File: config.mk
export PLATFORM = sky130hd
export DESIGN_NAME = addsub_seq
export DESIGN_NICKNAME = d
export VERILOG_FILES = /design/src/rtl/addsub_pkg.sv /design/src/rtl/addsub_slice.sv /design/src/rtl/addsub_seq.sv
export SDC_FILE = /design/constraint.sdc
export NUM_CORES = 1
export LEC_CHECK = 0
export ABC_AREA = 1
export CORE_MARGIN = 3
export CORE_UTILIZATION = 40
export DETAILED_ROUTE_END_ITERATION = 10
export PLACE_DENSITY = 0.67
export SYNTH_ARGS = -nofsm -noshare
export SYNTH_HDL_FRONTEND = slang
export SYNTH_SLANG_ARGS = --single-unit
File: constraint.sdc
create_clock -name clk -period 18.5 [get_ports clk]
set_clock_uncertainty 0.2 [all_clocks]
set_input_delay 4.625 -clock clk [delete_from_list [all_inputs] [get_ports clk]]
set_output_delay 4.625 -clock clk [all_outputs]
set_load 0.02 [all_outputs]
File: src/rtl/addsub_pkg.sv
`default_nettype none
// ============================================================================
// Module      : addsub_pkg
// Description : Shared types and constants for the sliced add/sub sequencer.
// Revision    : 1.0 - initial release
// ============================================================================
package addsub_pkg;

  // Sequencer states
  typedef enum logic [1:0] {
    S_IDLE = 2'd0,
    S_RUN  = 2'd1,
    S_DONE = 2'd2
  } seq_state_t;

  // Operation select encoding on the d input
  localparam logic OP_ADD = 1'b0;
  localparam logic OP_SUB = 1'b1;

endpackage : addsub_pkg
`default_nettype wire

File: src/rtl/addsub_slice.sv
`default_nettype none
// ============================================================================
// Module      : addsub_slice
// Description : SLICE-bit combinational ripple adder with explicit carry-in.
//               The caller pre-inverts the subtrahend and feeds cin=1 on the
//               first pass, so the slice itself never needs to know the op.
// Revision    : 1.0 - initial release
// ============================================================================
module addsub_slice #(
  parameter int SLICE = 16
) (
  input  logic [SLICE-1:0] i_a,
  input  logic [SLICE-1:0] i_b,
  input  logic             i_cin,
  output logic [SLICE-1:0] o_s,
  output logic             o_cout
);

  // Ripple carry chain; w_c[k] is the carry into bit k
  logic [SLICE:0] w_c;

  assign w_c[0] = i_cin;

  for (genvar k = 0; k < SLICE; k++) begin : g_bit
    assign o_s[k]     = i_a[k] ^ i_b[k] ^ w_c[k];
    assign w_c[k + 1] = (i_a[k] & i_b[k]) | (w_c[k] & (i_a[k] ^ i_b[k]));
  end

  assign o_cout = w_c[SLICE];

endmodule : addsub_slice
`default_nettype wire

File: src/rtl/addsub_seq.sv
`default_nettype none
// ============================================================================
// Module      : addsub_seq
// Description : Multi-cycle WIDTH-bit add/subtract built by time-sharing one
//               SLICE-bit ripple slice, least-significant slice first.
//               S = B + A (d=0) or S = B - A (d=1).
// Revision    : 1.0 - initial release
// ============================================================================
module addsub_seq
  import addsub_pkg::*;
#(
  parameter int WIDTH = 64,
  parameter int SLICE = 16
) (
  input  logic             clk,
  input  logic             rst_n,
  input  logic             i_start,
  input  logic             i_d,
  input  logic [WIDTH-1:0] i_a,
  input  logic [WIDTH-1:0] i_b,
  output logic             o_ready,
  output logic             o_busy,
  output logic             o_done,
  output logic [WIDTH-1:0] o_s,
  output logic             o_cout,
  output logic             o_ovf,
  output logic             o_zero
);

  localparam int NSLICE = WIDTH / SLICE;
  localparam int IDX_W  = (NSLICE > 1) ? $clog2(NSLICE) : 1;
  localparam logic [IDX_W-1:0] c_LAST_IDX = IDX_W'(NSLICE - 1);

  // Width must split into whole slices
  if ((WIDTH % SLICE) != 0) begin : g_bad_slice
    $error("addsub_seq: WIDTH (%0d) must be a multiple of SLICE (%0d)", WIDTH, SLICE);
  end

  seq_state_t       r_state;
  seq_state_t       w_state_nxt;
  logic             w_accept;
  logic             w_last;

  logic [WIDTH-1:0] r_a_eff;
  logic [WIDTH-1:0] r_b;
  logic [WIDTH-1:0] r_acc;
  logic             r_carry;
  logic [IDX_W-1:0] r_idx;

  logic [WIDTH-1:0] r_s;
  logic             r_cout;
  logic             r_ovf;
  logic             r_zero;

  logic [SLICE-1:0] w_a_sl;
  logic [SLICE-1:0] w_b_sl;
  logic [SLICE-1:0] w_sum_sl;
  logic             w_cout_sl;
  logic [WIDTH-1:0] w_acc_nxt;
  logic             w_ovf_nxt;

  // State register
  always_ff @(posedge clk or negedge rst_n) begin
    if (!rst_n) begin
      r_state <= S_IDLE;
    end else begin
      r_state <= w_state_nxt;
    end
  end

  // Next-state decode and handshake outputs; start is only honoured when ready
  always_comb begin
    w_state_nxt = r_state;
    o_ready     = 1'b0;
    o_busy      = 1'b0;
    o_done      = 1'b0;
    w_accept    = 1'b0;
    w_last      = 1'b0;
    case (r_state)
      S_IDLE: begin
        o_ready = 1'b1;
        if (i_start) begin
          w_accept    = 1'b1;
          w_state_nxt = S_RUN;
        end
      end
      S_RUN: begin
        o_busy = 1'b1;
        if (r_idx == c_LAST_IDX) begin
          w_last      = 1'b1;
          w_state_nxt = S_DONE;
        end
      end
      S_DONE: begin
        o_ready = 1'b1;
        o_done  = 1'b1;
        if (i_start) begin
          w_accept    = 1'b1;
          w_state_nxt = S_RUN;
        end else begin
          w_state_nxt = S_IDLE;
        end
      end
      default: begin
        w_state_nxt = S_IDLE;
      end
    endcase
  end

  // Select the operand slices for the current pass
  always_comb begin
    w_a_sl = r_a_eff[r_idx * SLICE +: SLICE];
    w_b_sl = r_b[r_idx * SLICE +: SLICE];
  end

  addsub_slice #(
    .SLICE (SLICE)
  ) u_slice (
    .i_a    (w_a_sl),
    .i_b    (w_b_sl),
    .i_cin  (r_carry),
    .o_s    (w_sum_sl),
    .o_cout (w_cout_sl)
  );

  // Accumulator with the current pass merged in; on the last pass this is the full result
  always_comb begin
    w_acc_nxt                        = r_acc;
    w_acc_nxt[r_idx * SLICE +: SLICE] = w_sum_sl;
    w_ovf_nxt = (r_a_eff[WIDTH-1] == r_b[WIDTH-1]) &&
                (w_acc_nxt[WIDTH-1] != r_b[WIDTH-1]);
  end

  // Operand latches, pass accumulation and result capture.
  // Partial sums live only in r_acc; r_s/flags update once, on entry to DONE,
  // so the visible result never shows a half-finished operation.
  always_ff @(posedge clk or negedge rst_n) begin
    if (!rst_n) begin
      r_a_eff <= '0;
      r_b     <= '0;
      r_acc   <= '0;
      r_carry <= 1'b0;
      r_idx   <= '0;
      r_s     <= '0;
      r_cout  <= 1'b0;
      r_ovf   <= 1'b0;
      r_zero  <= 1'b0;
    end else if (w_accept) begin
      r_a_eff <= (i_d == OP_SUB) ? ~i_a : i_a;
      r_b     <= i_b;
      r_carry <= i_d;
      r_idx   <= '0;
      r_acc   <= '0;
    end else if (r_state == S_RUN) begin
      r_acc   <= w_acc_nxt;
      r_carry <= w_cout_sl;
      r_idx   <= w_last ? '0 : r_idx + 1'b1;
      if (w_last) begin
        r_s    <= w_acc_nxt;
        r_cout <= w_cout_sl;
        r_ovf  <= w_ovf_nxt;
        r_zero <= (w_acc_nxt == '0);
      end
    end
  end

  assign o_s    = r_s;
  assign o_cout = r_cout;
  assign o_ovf  = r_ovf;
  assign o_zero = r_zero;

endmodule : addsub_seq
`default_nettype wire

==> results.md <==
* Status: completed
* Fin. Hold Viols at 0
* Die area at around 0.034 mm²
* R2r setup slk at approximately 9 ns
* Fin. max-slew vios at 0
* Crit Path Class: reg -> reg
* Routed length per instance at approximately 17 µm
* DP HPWL at 25.6 mm
* Tot GR Track Use at around a fifth
* Hold path depth at 2
* Post-CTS Setup Bufs at 0
* Crit path top cell by count: fa_1
* Sequential share of the synthesized area at between 50 and 60%
* Post_cts resized at 0
* Ports at just over 200
* Worst Hold Class: reg -> reg
* Via density at just over 5
* Mapped Avg Cell Area at about 8.4 µm²
* Net Count, Synth at ~1700
* Layout cell share with drive strength beyond 1 at approximately 5%
* Largest net degree at the start of global routing at ~120
* Worst Path Required at between 15 and 20 ns
* Total routed wirelength at 35.9 mm
* Final net count at 1803
* Most frequent cells in the layout: 601 x nand2_1, 263 x dfrtp_1, 199 x clkdlybuf4s50_1
* Number of remaining DRC errors at 0
* Number of buffers created by CTS at 28
* Setup-failing EPs final at 0
* Synth Cell Area at 0.0126 mm²
* Clk buf depth at 3
* Post-Route Setup TNS at 0 ns
* Die Ht at ~180 µm
* M1 GR Usage at approximately 28%
* FF-to-FF path depth at 31
* Remaining antenna violation count at 0
* Post-layout util at 51.0%
* Post-layout min period at around 9.5 ns
* CTS tree: yes
* CTS sink cnt at 264
* Post-synthesis sequential element count at between 200 and 300
* Core ar. at approximately 0.031 mm²
* CTS root buf: clkbuf_16
* Reg2Reg Launch Point: r_idx[0]
* P_leak at about 7.3 nW
* Yosys Warn Count at 0
* Starting Density at about two fifths
* Commonest non-fill, non-tap cell in the layout: nand2_1
* RSZ-0062 raised after global routing: false
* Slowest CP cell: dfrtp_2
* Worst Tran Pin Value at between 0.9 and 1 ns
* DRT iter0 DRCs at about 910
* Setup crit end kind: flip-flop
* Grt met2 use at 36.2%
* Hold path endpoint: o_s[50]
* Slowest stage delay, CP at about 0.70 ns
* Vias in the first global route at 10700
* Antenna violations before repair at 1
* Worst vdd ir at roughly 0.00015 V
* Width of the die at ~180 µm
* Clk_lat worst skew at 0.54 ns
* Post-synth cell types at 28
* Crit path arrival time at between 9 and 10 ns
* Worst rel slew slack at between 30 and 40%
* Cts hold-fix bufs at 0
* CP Max Fanout at 67
* Peak Freq at between 100 and 150 MHz
* Max cap viols at 0
* Reg2reg end: o_zero
* Most Used Layer, Global Route: met2
* First-pass GRT wire length at ~57 mm
* Port bufs at between 200 and 250
* Initial DRT Pass Iterations at 5
* Grt met3 use at 3.98%
* H-tree Lvls at 1
* Total power at between 3 and 4 mW
* Layout area overhead at 25.0%
* Vias at around 11000
* Worst-path clk slew at ~0.07 ns
* Power Density at 197 mW/mm²
* Floorplan row count at 64
* N_diodes at 0
* CP Launch Type: flip-flop
* Global placer's final weighted congestion at 0.946
* Worst Min Path Start: o_s[50]
* Final Cycle Share at 51.4%
* Post-Syn Instances at 1499
* Total congestion overflow at 0
-- worst max path at each step --
stage               startpoint      to  slack, ns  cells after the start
floorplan             r_idx[0]  o_zero       9.97                     34
global placement      r_idx[0]  o_zero       9.34                     31
detailed placement    r_idx[0]  o_zero       9.13                     31
CTS                   r_idx[0]  o_zero       9.04                     31
global route          r_idx[0]  o_zero       8.54                     31
finish                r_idx[0]  o_zero       8.99                     31
-- flip-flops by register name, indices dropped and copies added (netlist names) --
| register | cells |
|---|---|
| o_zero | 1 |
| r_state | 2 |
| o_ovf | 1 |
| r_a_eff | 64 |
| r_b | 64 |
| r_idx | 2 |
| r_acc | 64 |
| o_s | 64 |
| o_cout | 1 |
| r_carry | 1 |
-- metrics by stage --
step | worst slack (ns) | hold slack (ns) | cells | cell area (µm²)
6_report | 8.99 | 0.279 | 2064 | 15700
3_5_place_dp | 9.13 | 0.262 | 2015 | 14800
5_1_grt | 8.54 | 0.293 | 2064 | 15700
2_1_floorplan | 9.97 | 0.244 | 1499 | 12600
3_3_place_gp | 9.34 | 0.257 | 2015 | 14800
4_1_cts | 9.04 | 0.278 | 2064 | 15700
-- layout make-up --
class	count	area (µm²)
clock buffer	42	855
tap	396	495
inverter	66	248
multi-input combinational	1080	5370
clock inverter	7	90.1
sequential	264	6610
timing repair buffer	209	2070
fill	2855	15100
-- metal layers --
layer  part of all wire (%)  up-vias
met4                    2.6        2
met3                    5.8       56
li1                       -     5126
met1                     42     5035
met5                   0.12        -
met2                     50      343
-- logic make-up (layout without fill, tap and decap cells) --
family                     after synthesis  in the layout  share of synthesized area, %
xor gates and xnor gates                64             64                          4.45
and+or+nand+nor                        709            709                          21.7
buffers and inverters                  155            324                          4.97
adders and majority gates               22             22                          3.14
AOI/OAI and AO/OA                      285            285                          13.2
DFF                                    264            264                          52.5
-- critical path, delay by kind of cell, from the launching register on --
| family | cells | cell delay, ns |
|---|---|---|
| simple gates | 9 | 0.86 |
| buf+inv | 4 | 0.86 |
| compound gates | 2 | 0.68 |
| flops | 1 | 0.70 |
| fa+ha+maj | 16 | 6.12 |
-- report_power, final --
group          internal, mW  switching [mW]
Clock                 0.344           0.228
Combinational         0.542            1.02
Sequential            0.816           0.158
-- Yosys cell counts --
library cell,number,area [µm²]
nand2_1,603,2260
dfrtp_1,264,6610
o21ai_0,158,791
nor2_1,74,278
xnor2_1,64,561
clkbuf_1,50,188
inv_1,48,180
a21oi_1,45,225
buf_2,35,175
a32o_1,28,280
nand3_1,21,105
o22ai_1,20,125
a22o_1,18,158
fa_1,16,320
inv_2,16,60.1
o21ai_1,12,60.1
ha_1,6,75.1
buf_1,4,15.0
nand3b_1,4,30.0
clkinv_1,2,7.51
nand2_2,2,12.5
nor2_4,2,22.5
o211ai_1,2,15.0
a22oi_1,1,7.51
a31oi_1,1,6.26
nand3_2,1,10.0
nor2_2,1,6.26
or2_2,1,6.26
(Power assumes the default switching activity.)
